## src/rtl/pipe_hazard_ctrl.sv

```systemverilog
// rtl/pipe_hazard_ctrl.sv - pipeline stall/refresh controller with long-latency write scoreboard
//
// Ports:
//   clk, reset          clock, asynchronous active-high reset
//   id_valid            ID holds a real instruction
//   id_rs_ren/id_rs     ID source rs read enable / index
//   id_rt_ren/id_rt     ID source rt read enable / index
//   id_branch           ID instruction resolves in ID (no EX bypass)
//   id_long/id_wreg     ID instruction is a long-latency writer / its destination
//   md_start, md_done   multi-cycle mul/div launch pulse and completion
//   exc_oc              exception/eret committed in MEM
//   stall[NSTG-2:0]     hold pipeline register k
//   refresh[NSTG-2:0]   load a bubble into pipeline register k
//   md_kill             abort in-flight mul/div
//   perf_stall_cyc      (PIPE_HAZARD_PERF_EN only) saturating count of stall[0] cycles
//   perf_flush_cnt      (PIPE_HAZARD_PERF_EN only) saturating count of exc_oc events
//
// Optional feature macro: PIPE_HAZARD_PERF_EN
module pipe_hazard_ctrl #(
    parameter int NSTG      = 5,
    parameter int SB_DEPTH  = 4,
    parameter int LOAD_LAT  = 2,
    parameter int FLUSH_CYC = 1
) (
    input  logic            clk,
    input  logic            reset,
    input  logic            id_valid,
    input  logic            id_rs_ren,
    input  logic [4:0]      id_rs,
    input  logic            id_rt_ren,
    input  logic [4:0]      id_rt,
    input  logic            id_branch,
    input  logic            id_long,
    input  logic [4:0]      id_wreg,
    input  logic            md_start,
    input  logic            md_done,
    input  logic            exc_oc,
    output logic [NSTG-2:0] stall,
    output logic [NSTG-2:0] refresh,
    output logic            md_kill
`ifdef PIPE_HAZARD_PERF_EN
    ,
    output logic [31:0]     perf_stall_cyc,
    output logic [15:0]     perf_flush_cnt
`endif
);

    localparam int CW = $clog2(LOAD_LAT + 1);
    localparam int FW = $clog2(FLUSH_CYC + 1);
    localparam int IW = (SB_DEPTH > 1) ? $clog2(SB_DEPTH) : 1;

    typedef enum logic [1:0] {RUN, MDWAIT, FLUSH} state_t;

    state_t          state, state_nx;
    logic [FW-1:0]   fl_cnt, fl_cnt_nx;
    logic [4:0]      sb_reg [SB_DEPTH];
    logic [CW-1:0]   sb_cnt [SB_DEPTH];

    logic            hit_rs, hit_rt, match, free;
    logic [IW-1:0]   match_idx, free_idx, tgt_idx;
    logic            raw, full, hazard, use_haz, issue;
    logic [NSTG-2:0] stall_c, refresh_c;
    logic            kill_c;

    // Scoreboard lookup. Descending scan so the lowest free index wins.
    always_comb begin
        hit_rs    = 1'b0;
        hit_rt    = 1'b0;
        match     = 1'b0;
        free      = 1'b0;
        match_idx = '0;
        free_idx  = '0;
        for (int i = SB_DEPTH - 1; i >= 0; i--) begin
            if (sb_cnt[i] == '0) begin
                free     = 1'b1;
                free_idx = IW'(i);
            end else begin
                // Non-branch readers pick up the final count through the EX bypass.
                if (sb_reg[i] == id_rs && (id_branch || sb_cnt[i] > CW'(1)))
                    hit_rs = 1'b1;
                if (sb_reg[i] == id_rt && (id_branch || sb_cnt[i] > CW'(1)))
                    hit_rt = 1'b1;
                if (sb_reg[i] == id_wreg) begin
                    match     = 1'b1;
                    match_idx = IW'(i);
                end
            end
        end
    end

    assign raw     = id_valid & ((id_rs_ren & (id_rs != 5'd0) & hit_rs) |
                                 (id_rt_ren & (id_rt != 5'd0) & hit_rt));
    assign full    = id_valid & id_long & ~free & ~match;
    assign hazard  = raw | full;
    assign tgt_idx = match ? match_idx : free_idx;

    // Control FSM and stall/refresh vector generation.
    always_comb begin
        state_nx  = state;
        fl_cnt_nx = fl_cnt;
        stall_c   = '0;
        refresh_c = '0;
        kill_c    = 1'b0;
        use_haz   = 1'b0;
        case (state)
            RUN: begin
                if (exc_oc) begin
                    state_nx              = FLUSH;
                    fl_cnt_nx             = FW'(FLUSH_CYC);
                    refresh_c[NSTG-3:0]   = '1;
                    kill_c                = md_start;
                end else begin
                    use_haz = 1'b1;
                    if (md_start)
                        state_nx = MDWAIT;
                end
            end
            MDWAIT: begin
                if (exc_oc) begin
                    state_nx            = FLUSH;
                    fl_cnt_nx           = FW'(FLUSH_CYC);
                    refresh_c[NSTG-3:0] = '1;
                    kill_c              = 1'b1;
                end else if (md_done) begin
                    state_nx = RUN;
                    use_haz  = 1'b1;
                end else begin
                    stall_c[1:0] = 2'b11;
                    refresh_c[2] = 1'b1;
                end
            end
            FLUSH: begin
                refresh_c[0] = 1'b1;
                if (exc_oc) begin
                    refresh_c[NSTG-3:0] = '1;
                    fl_cnt_nx           = FW'(FLUSH_CYC);
                end else if (fl_cnt <= FW'(1)) begin
                    state_nx = RUN;
                end else begin
                    fl_cnt_nx = fl_cnt - FW'(1);
                end
            end
            default: state_nx = RUN;
        endcase
        if (use_haz && hazard) begin
            stall_c[0]   = 1'b1;
            refresh_c[1] = 1'b1;
        end
    end

    // Outputs are forced low for as long as reset is held.
    assign stall   = reset ? '0 : (stall_c & ~refresh_c);
    assign refresh = reset ? '0 : refresh_c;
    assign md_kill = ~reset & kill_c;

    assign issue = id_valid & id_long & (id_wreg != 5'd0) & ~stall[0] & ~exc_oc &
                   (state != FLUSH);

    always_ff @(posedge clk or posedge reset) begin
        if (reset) begin
            state  <= RUN;
            fl_cnt <= '0;
            for (int i = 0; i < SB_DEPTH; i++) begin
                sb_reg[i] <= '0;
                sb_cnt[i] <= '0;
            end
        end else begin
            state  <= state_nx;
            fl_cnt <= fl_cnt_nx;
            for (int i = 0; i < SB_DEPTH; i++) begin
                if (exc_oc) begin
                    sb_cnt[i] <= '0;
                end else if (issue && IW'(i) == tgt_idx) begin
                    sb_reg[i] <= id_wreg;
                    sb_cnt[i] <= CW'(LOAD_LAT);
                end else if (sb_cnt[i] != '0) begin
                    sb_cnt[i] <= sb_cnt[i] - CW'(1);
                end
            end
        end
    end

`ifdef PIPE_HAZARD_PERF_EN
    always_ff @(posedge clk or posedge reset) begin
        if (reset) begin
            perf_stall_cyc <= '0;
            perf_flush_cnt <= '0;
        end else begin
            if (stall[0] && perf_stall_cyc != '1)
                perf_stall_cyc <= perf_stall_cyc + 32'd1;
            if (exc_oc && perf_flush_cnt != '1)
                perf_flush_cnt <= perf_flush_cnt + 16'd1;
        end
    end
`endif

endmodule

```

## config.mk

```make
export PLATFORM = sky130hd
export DESIGN_NAME = pipe_hazard_ctrl
export DESIGN_NICKNAME = d
export VERILOG_FILES = /design/src/rtl/pipe_hazard_ctrl.sv
export SDC_FILE = /design/constraint.sdc
export NUM_CORES = 1
export LEC_CHECK = 0
export CAP_MARGIN = 20
export CELL_PAD_IN_SITES_DETAIL_PLACEMENT = 0
export CELL_PAD_IN_SITES_GLOBAL_PLACEMENT = 1
export CORE_MARGIN = 2
export CORE_UTILIZATION = 46
export DETAILED_ROUTE_END_ITERATION = 16
export GPL_TIMING_DRIVEN = 0
export HOLD_SLACK_MARGIN = 0.02
export PLACE_DENSITY = 0.89
export SYNTH_ARGS = -nofsm -noshare
export SYNTH_HDL_FRONTEND = slang
export SYNTH_SLANG_ARGS = --single-unit
```

## constraint.sdc

```tcl
create_clock -name clk -period 5.55 [get_ports clk]
set_input_delay 0.555 -clock clk [delete_from_list [all_inputs] [get_ports clk]]
set_output_delay 0.555 -clock clk [all_outputs]
set_load 0.01 [all_outputs]
```

# ---- Word-level counts from Yosys, hierarchy flattened
# Index checks and enable logic that the tools add are counted.
dict set report word_totals {
  wordCells 192
  out_inout_bits 9
  romBits 0
  in_bits 25
  ramBits 0
  mem_count 0
  regBits 31
  latchBits 0
}
dict set report classes {
  muxes 84
  eq_ne 24
  n_reduce_logical 42
  order_cmp 5
  add_sub_neg 5
  n_mul 0
  n_bitwise 22
  div 0
  n_shift 0
}
# cell count
set ops {}
lappend ops {{two-way mux 2 bit} 35}
lappend ops {{equality test 5 bit} 12}
lappend ops {{two-way mux 1 bit} 40}
lappend ops {{nonzero test 5 bit} 3}
lappend ops {{bitwise AND 1 bit} 13}
lappend ops {{logical AND 1 bit} 13}
lappend ops {{logical NOT 2 bit} 6}
lappend ops {{nonzero test 3 bit} 4}
lappend ops {{nonzero test 2 bit} 5}
lappend ops {{two-way mux 3 bit} 3}
lappend ops {{!= test 3 bit, second input constant} 3}
lappend ops {{one-hot mux 3 bit (3 select lines)} 1}
lappend ops {{greater-than comparator 2 x 1 -> 1 bit, second input constant} 4}
lappend ops {{AND reduction 2 bit} 4}
lappend ops {{subtractor 2 x 1 -> 2 bit, second input constant} 4}
lappend ops {{!= test 2 bit, second input constant} 3}
lappend ops {{one-hot mux 1 bit (2 select lines)} 3}
lappend ops {{one-hot mux 2 bit (3 select lines)} 1}
lappend ops {{NOT 1 bit} 5}
lappend ops {{bitwise AND 2 x 4 -> 4 bit} 1}
lappend ops {{equality test 2 bit, first input constant} 2}
lappend ops {{logical OR 1 bit} 4}
lappend ops {{two-way mux 4 bit} 1}
lappend ops {{NOT 3 -> 4 bit} 1}
lappend ops {{10 further kinds} 11}

# ---- Depth between registers and ports, before layout
dict set report logic_depth {
  word_depth 27
  mapped_depth 11
  depth_no_buf 10
}

# ---- Worst setup path before layout
# No wires, ideal clock.
dict set report synth_path {
  kind {input port to flip-flop}
  startpoint {input id_rt[3]}
  endpoint {register sb_reg[15] (netlist bit)}
  cell_stages 8
  arrival_ns 2.463
  required_ns 5.425
  n_path_buf 2
  slack_ns 2.962
  cell_sequence {buf_2 -> or4_1 -> o211ai_2 -> o22a_4 -> a41oi_4 -> or3_1 -> buf_6 -> mux2_4}
}
dict set report synth_between {
  elab_chain_len 24
  word_cells_on_any_way 32
  cone_classes {4 x eq/ne; 10 x mux; 10 x bitwise; 8 x reduce/logical}
}
# item line
set synth_rtl {}
lappend synth_rtl {{start, declared} 31} ;# input logic [4:0] id_rt,
lappend synth_rtl {{equality test 5 bit} 81} ;# if (sb_reg[i] == id_rt && (id_branch || sb_cnt[i] > CW'(1)))
lappend synth_rtl {{logical AND 1 bit} 81}
lappend synth_rtl {{two-way mux 1 bit} 81}
lappend synth_rtl {{two-way mux 1 bit} 74} ;# if (sb_cnt[i] == '0) begin
lappend synth_rtl {{two-way mux 1 bit} 81}
lappend synth_rtl {{two-way mux 1 bit} 74}
lappend synth_rtl {{two-way mux 1 bit} 81}
lappend synth_rtl {{two-way mux 1 bit} 74}
lappend synth_rtl {{(+6 left out)} n/a}
lappend synth_rtl {{logical AND 1 bit (*)} 145} ;# if (use_haz && hazard) begin
lappend synth_rtl {{two-way mux 1 bit (*)} 145}
lappend synth_rtl {{bitwise AND 2 x 4 -> 4 bit (*)} 152} ;# assign stall = reset ? '0 : (stall_c & ~refresh_c);
lappend synth_rtl {{two-way mux 4 bit (*)} 152}
lappend synth_rtl {{NOT 1 bit (*)} 156} ;# assign issue = id_valid & id_long & (id_wreg != 5'd0) & ~stall[0] & ~exc_oc &
lappend synth_rtl {{bitwise AND 1 bit (*) (3 in series)} 156}
lappend synth_rtl {{logical AND 1 bit (*)} 173} ;# end else if (issue && IW'(i) == tgt_idx) begin
lappend synth_rtl {{AND reduction 2 bit (no source line) (*)} n/a}
lappend synth_rtl {{end signal, assigned by index} 174} ;# sb_reg[i] <= id_wreg;
lappend synth_rtl {{end, declared} 56} ;# logic [4:0] sb_reg [SB_DEPTH];
# Every way passes the cells marked *; elsewhere a longest branch is shown, timed or not.
# A chain may end at the register's enable or synchronous reset.

# ---- Final worst setup path
dict set report layout_path {
  startpoint {input id_branch}
  endpoint {output refresh[1]}
}
dict set report layout_between {
  elab_chain_len 17
  word_cells_on_any_way 36
  cone_classes {18 x mux; 5 x bitwise; 13 x reduce/logical}
}
# item line
set layout_rtl {}
lappend layout_rtl {{start, declared} 32} ;# input logic id_branch,
lappend layout_rtl {{logical OR 1 bit} {79, 81}}
lappend layout_rtl {{logical AND 1 bit, on equally long branches} {79, 81}}
lappend layout_rtl {{two-way mux 1 bit, on equally long branches} {79, 81}}
lappend layout_rtl {{two-way mux 1 bit} 74}
lappend layout_rtl {{two-way mux 1 bit, on equally long branches} {79, 81}}
lappend layout_rtl {{two-way mux 1 bit} 74}
lappend layout_rtl {{two-way mux 1 bit, on equally long branches} {79, 81}}
lappend layout_rtl {{two-way mux 1 bit} 74}
lappend layout_rtl {{two-way mux 1 bit, on equally long branches} {79, 81}}
lappend layout_rtl {{two-way mux 1 bit} 74}
lappend layout_rtl {{bitwise AND 1 bit, on equally long branches} {91, 92}}
lappend layout_rtl {{bitwise OR 1 bit (*)} 91} ;# assign raw = id_valid & ((id_rs_ren & (id_rs != 5'd0) & hit_rs) |
lappend layout_rtl {{bitwise AND 1 bit (*)} 91}
lappend layout_rtl {{bitwise OR 1 bit (*)} 94} ;# assign hazard = raw | full;
lappend layout_rtl {{logical AND 1 bit (*)} 145}
lappend layout_rtl {{two-way mux 1 bit (*)} 145}
lappend layout_rtl {{two-way mux 3 bit (*)} 153} ;# assign refresh = reset ? '0 : refresh_c;
lappend layout_rtl {{end, declared} 39} ;# output logic [NSTG-2:0] refresh,
# Marks and branches as above.

==> summary.md <==
| Metric | Value |
|---|---|
| Status | finished, final reports clean |
| Post-CTS Setup Bufs | 0 |
| Antenna Nets Post-Route | 0 |
| Core area | 0.00517 mm² |
| CP Capture Type | output port |
| P_leak | 0.00120 µW |
| Io pins | 34 |
| Initial Util | 48.1% |
| Post-layout net count | 308 |
| Fin. max-slew vios | 0 |
| Most frequent cell after synthesis | xnor2_1 |
| Max VDD drop | 0.124 mV |
| Vias in the first global route | 1862 |
| Routability cong. | 0.834 |
| Row cnt | 26 |
| Routed len/inst | approximately 16 µm |
| Critical path fanouts, max | 4 |
| Comb pwr share | 47.2% |
| Worst min path class | reg -> reg |
| Max reg flops | 20 |
| Filler cell count | approximately 460 |
| Die area | 0.00601 mm² |
| Post-route insts no fill | 346 |
| Port buffer count | 14 |
| Slew @ Worst Pin | 0.659 ns |
| Inserted Clock Buffers | 5 |
| Bufs on Longest Clock Path | 2 |
| Aggregate global-route resource usage | between 10% and 20% |
| Placed cell count | 338 |
| Final HPWL from detailed placement | approximately 4300 µm |
| Setup Crit Path Kind | in -> out |
| DR pass1 iterations | 4 |
| Seq/Total Area, Yosys | 30.2% |
| Slew headroom | between 50% and 60% |
| Largest net degree at the start of global routing | 17 |
| Clock skew | 0.00875 ns |
| Post-CTS Hold Buffers | 0 |
| First-pass GRT wire length | roughly 9200 µm |
| Clk pwr share | 17.0% |
| Post-layout util | 55.3% |
| Fmax | 285 MHz |
| Post-synth EDFFs | 0 |
| Crit-path max cell delay | 0.48 ns |
| Ys async rst share | 100% |
| Delay-heaviest family, CP | buffers and inverters |
| Yosys reg bits | 30 |
| Die width | 77.5 µm |
| Initial antenna violation count | 0 |
| Synth cell types | 44 |
| CTS tree | done |
| Worst Path Required | 4.99 ns |
| P&R area growth vs syn | 15.0% |
| Yosys top cell by area | dfrtp_1 |
| # setup viols final | 0 |
| Data arrival, critical path | 2.95 ns |
| Drt total wl | 5570 µm |
| Critical-path top delay cell | clkdlybuf4s50_1 |
| Yosys warns | 0 |
| NetSw | 464 µW |
| Remaining DRCs | 0 |
| Reg area | about 750 µm² |
| Synth Area per Inst | between 9 and 10 µm² |
| Clock Latency Late Sink | between 0.2 and 0.3 ns |
| Main synth FF type | dfrtp_1 |
| Post-cts resize count | 0 |
| Sequential power share | 35.8% |
| Sw frac | 38.2% |
| Synth top cells by count | xnor2_1, dfrtp_1, xor2_1 |
| First DRT Iteration DRCs | 73 |
| Post-Route Setup TNS | 0 ns |
| Via count | 1852 |
| Final min period | 3.51 ns |
| Final period util | 63.2% |
| Cell breakdown of the critical path | clkdlybuf4s50_1, a21oi_1, nor4_1, nor4_1, o22a_4, nand2_1, a21o_1, and3_1, clkdlybuf4s50_1 |
| Die Y | between 70 and 80 µm |
| Clock sink total | 30 |
| Area fraction of the dominant cell type after synthesis | 30.2% |
| Startpoint Class | input pin |
| Global route overflow | 0 |
| RSZ-0062 raised after global routing | no |
| Root Buffer | clkbuf_8 |
| Vias per cell | 5.35 |
| H-tree levels | 2 |
| Pwr/cell area | 425 mW/mm² |
| Internal power | 752 µW |
| Ant diodes | 0 |
| Worst-path clk slew | 0.07 ns |
| Final hold violations | 0 |
| Multi-input gate area | between 0.0015 and 0.002 mm² |
| Post-Syn Area | 0.00249 mm² |
| Number of max-cap violations | 0 |
| Gate count of the mapped netlist | about 250 |
| WP buf/inv | 2 |
| Layout cells sized above 1 | 20.7% |
| Largest cells by area after synthesis | dfrtp_1, xnor2_1, mux2_2 |
[cells by family after synthesis]
group           share of synthesized area [%]
other cells                             0.151
buf+inv                                  8.20
compound gates                           8.35
xor+xnor                                 22.5
fa+ha+maj                                4.02
simple gates                             15.4
flops                                    30.2
mux                                      11.2
[per-stage QoR]
stage               total power, µW  hold slack [ns]  setup WS, ns  area, µm²
floorplan                       886            0.495          2.96       2490
global placement                981            0.532          2.05       2720
detailed placement             1010            0.539          2.04       2750
CTS                            1220            0.543          2.04       2860
global route                   1310            0.576          1.97       2860
finish                         1220            0.550          2.04       2860
[power groups by stage]
stage / Clock (µW) / Sequential [µW] / Combinational (µW)
after global placement: 0 / 430 / 551
after detailed placement: 0 / 435 / 572
after CTS: 209 / 432 / 576
final: 207 / 435 / 574
after global routing: 218 / 452 / 638
after floorplan: 0 / 407 / 479
[final timing paths]
path	slack, ns	from	depth (start not counted)	endpoint
min	0.55	state[1]$_DFFE_PP0P_	1	state[0]$_DFFE_PP0P_
max in group asynchronous	4.26	reset	3	sb_reg[7]$_DFFE_PP0P_
max	2.04	id_branch	9	refresh[1]
max reg2reg	2.72	sb_cnt[7]$_DFFE_PP0P_	10	sb_reg[19]$_DFFE_PP0P_
min in group asynchronous	0.78	reset	2	state[0]$_DFFE_PP0P_
min reg2reg	0.55	state[1]$_DFFE_PP0P_	1	state[0]$_DFFE_PP0P_
[cells in the final DEF (no fill, tap or decap), drive strengths merged, types with 2 or more instances in the layout]
cell type,synthesis,final
o211ai,2,2
nor4,7,7
inv,13,13
buf,17,18
clkbuf,5,13
nand3,5,5
xor2,22,22
a21oi,7,7
o21ai,6,6
clkdlybuf4s50,0,14
nand2b,6,6
nor2,5,5
mux2,23,23
nor2b,2,2
nand2,6,6
conb,1,3
nand4,6,6
and3,4,4
nand3b,2,2
ha,8,8
xnor2,42,42
o21bai,2,2
dfrtp,30,30
nor3,10,10
a21o,3,3
or3,4,4
or4,3,3
[layout make-up]
cell class              instances  area share, %
repair buffers                 15           5.86
well taps                      70           3.06
clock buffers                   8           3.85
multi-input cells             188           53.8
inverters                      13           1.71
plain buffers                  22           5.42
flip-flops and latches         30           26.2
[layer usage]
metal	track usage, %	wire length [µm]	vias to the layer above
met5	0	0	-
met4	6.96	92	0
met3	3.72	185	11
met2	33.3	2770	33
met1	24.9	2520	908
li1	-	-	900
(Power assumes the default switching activity.)
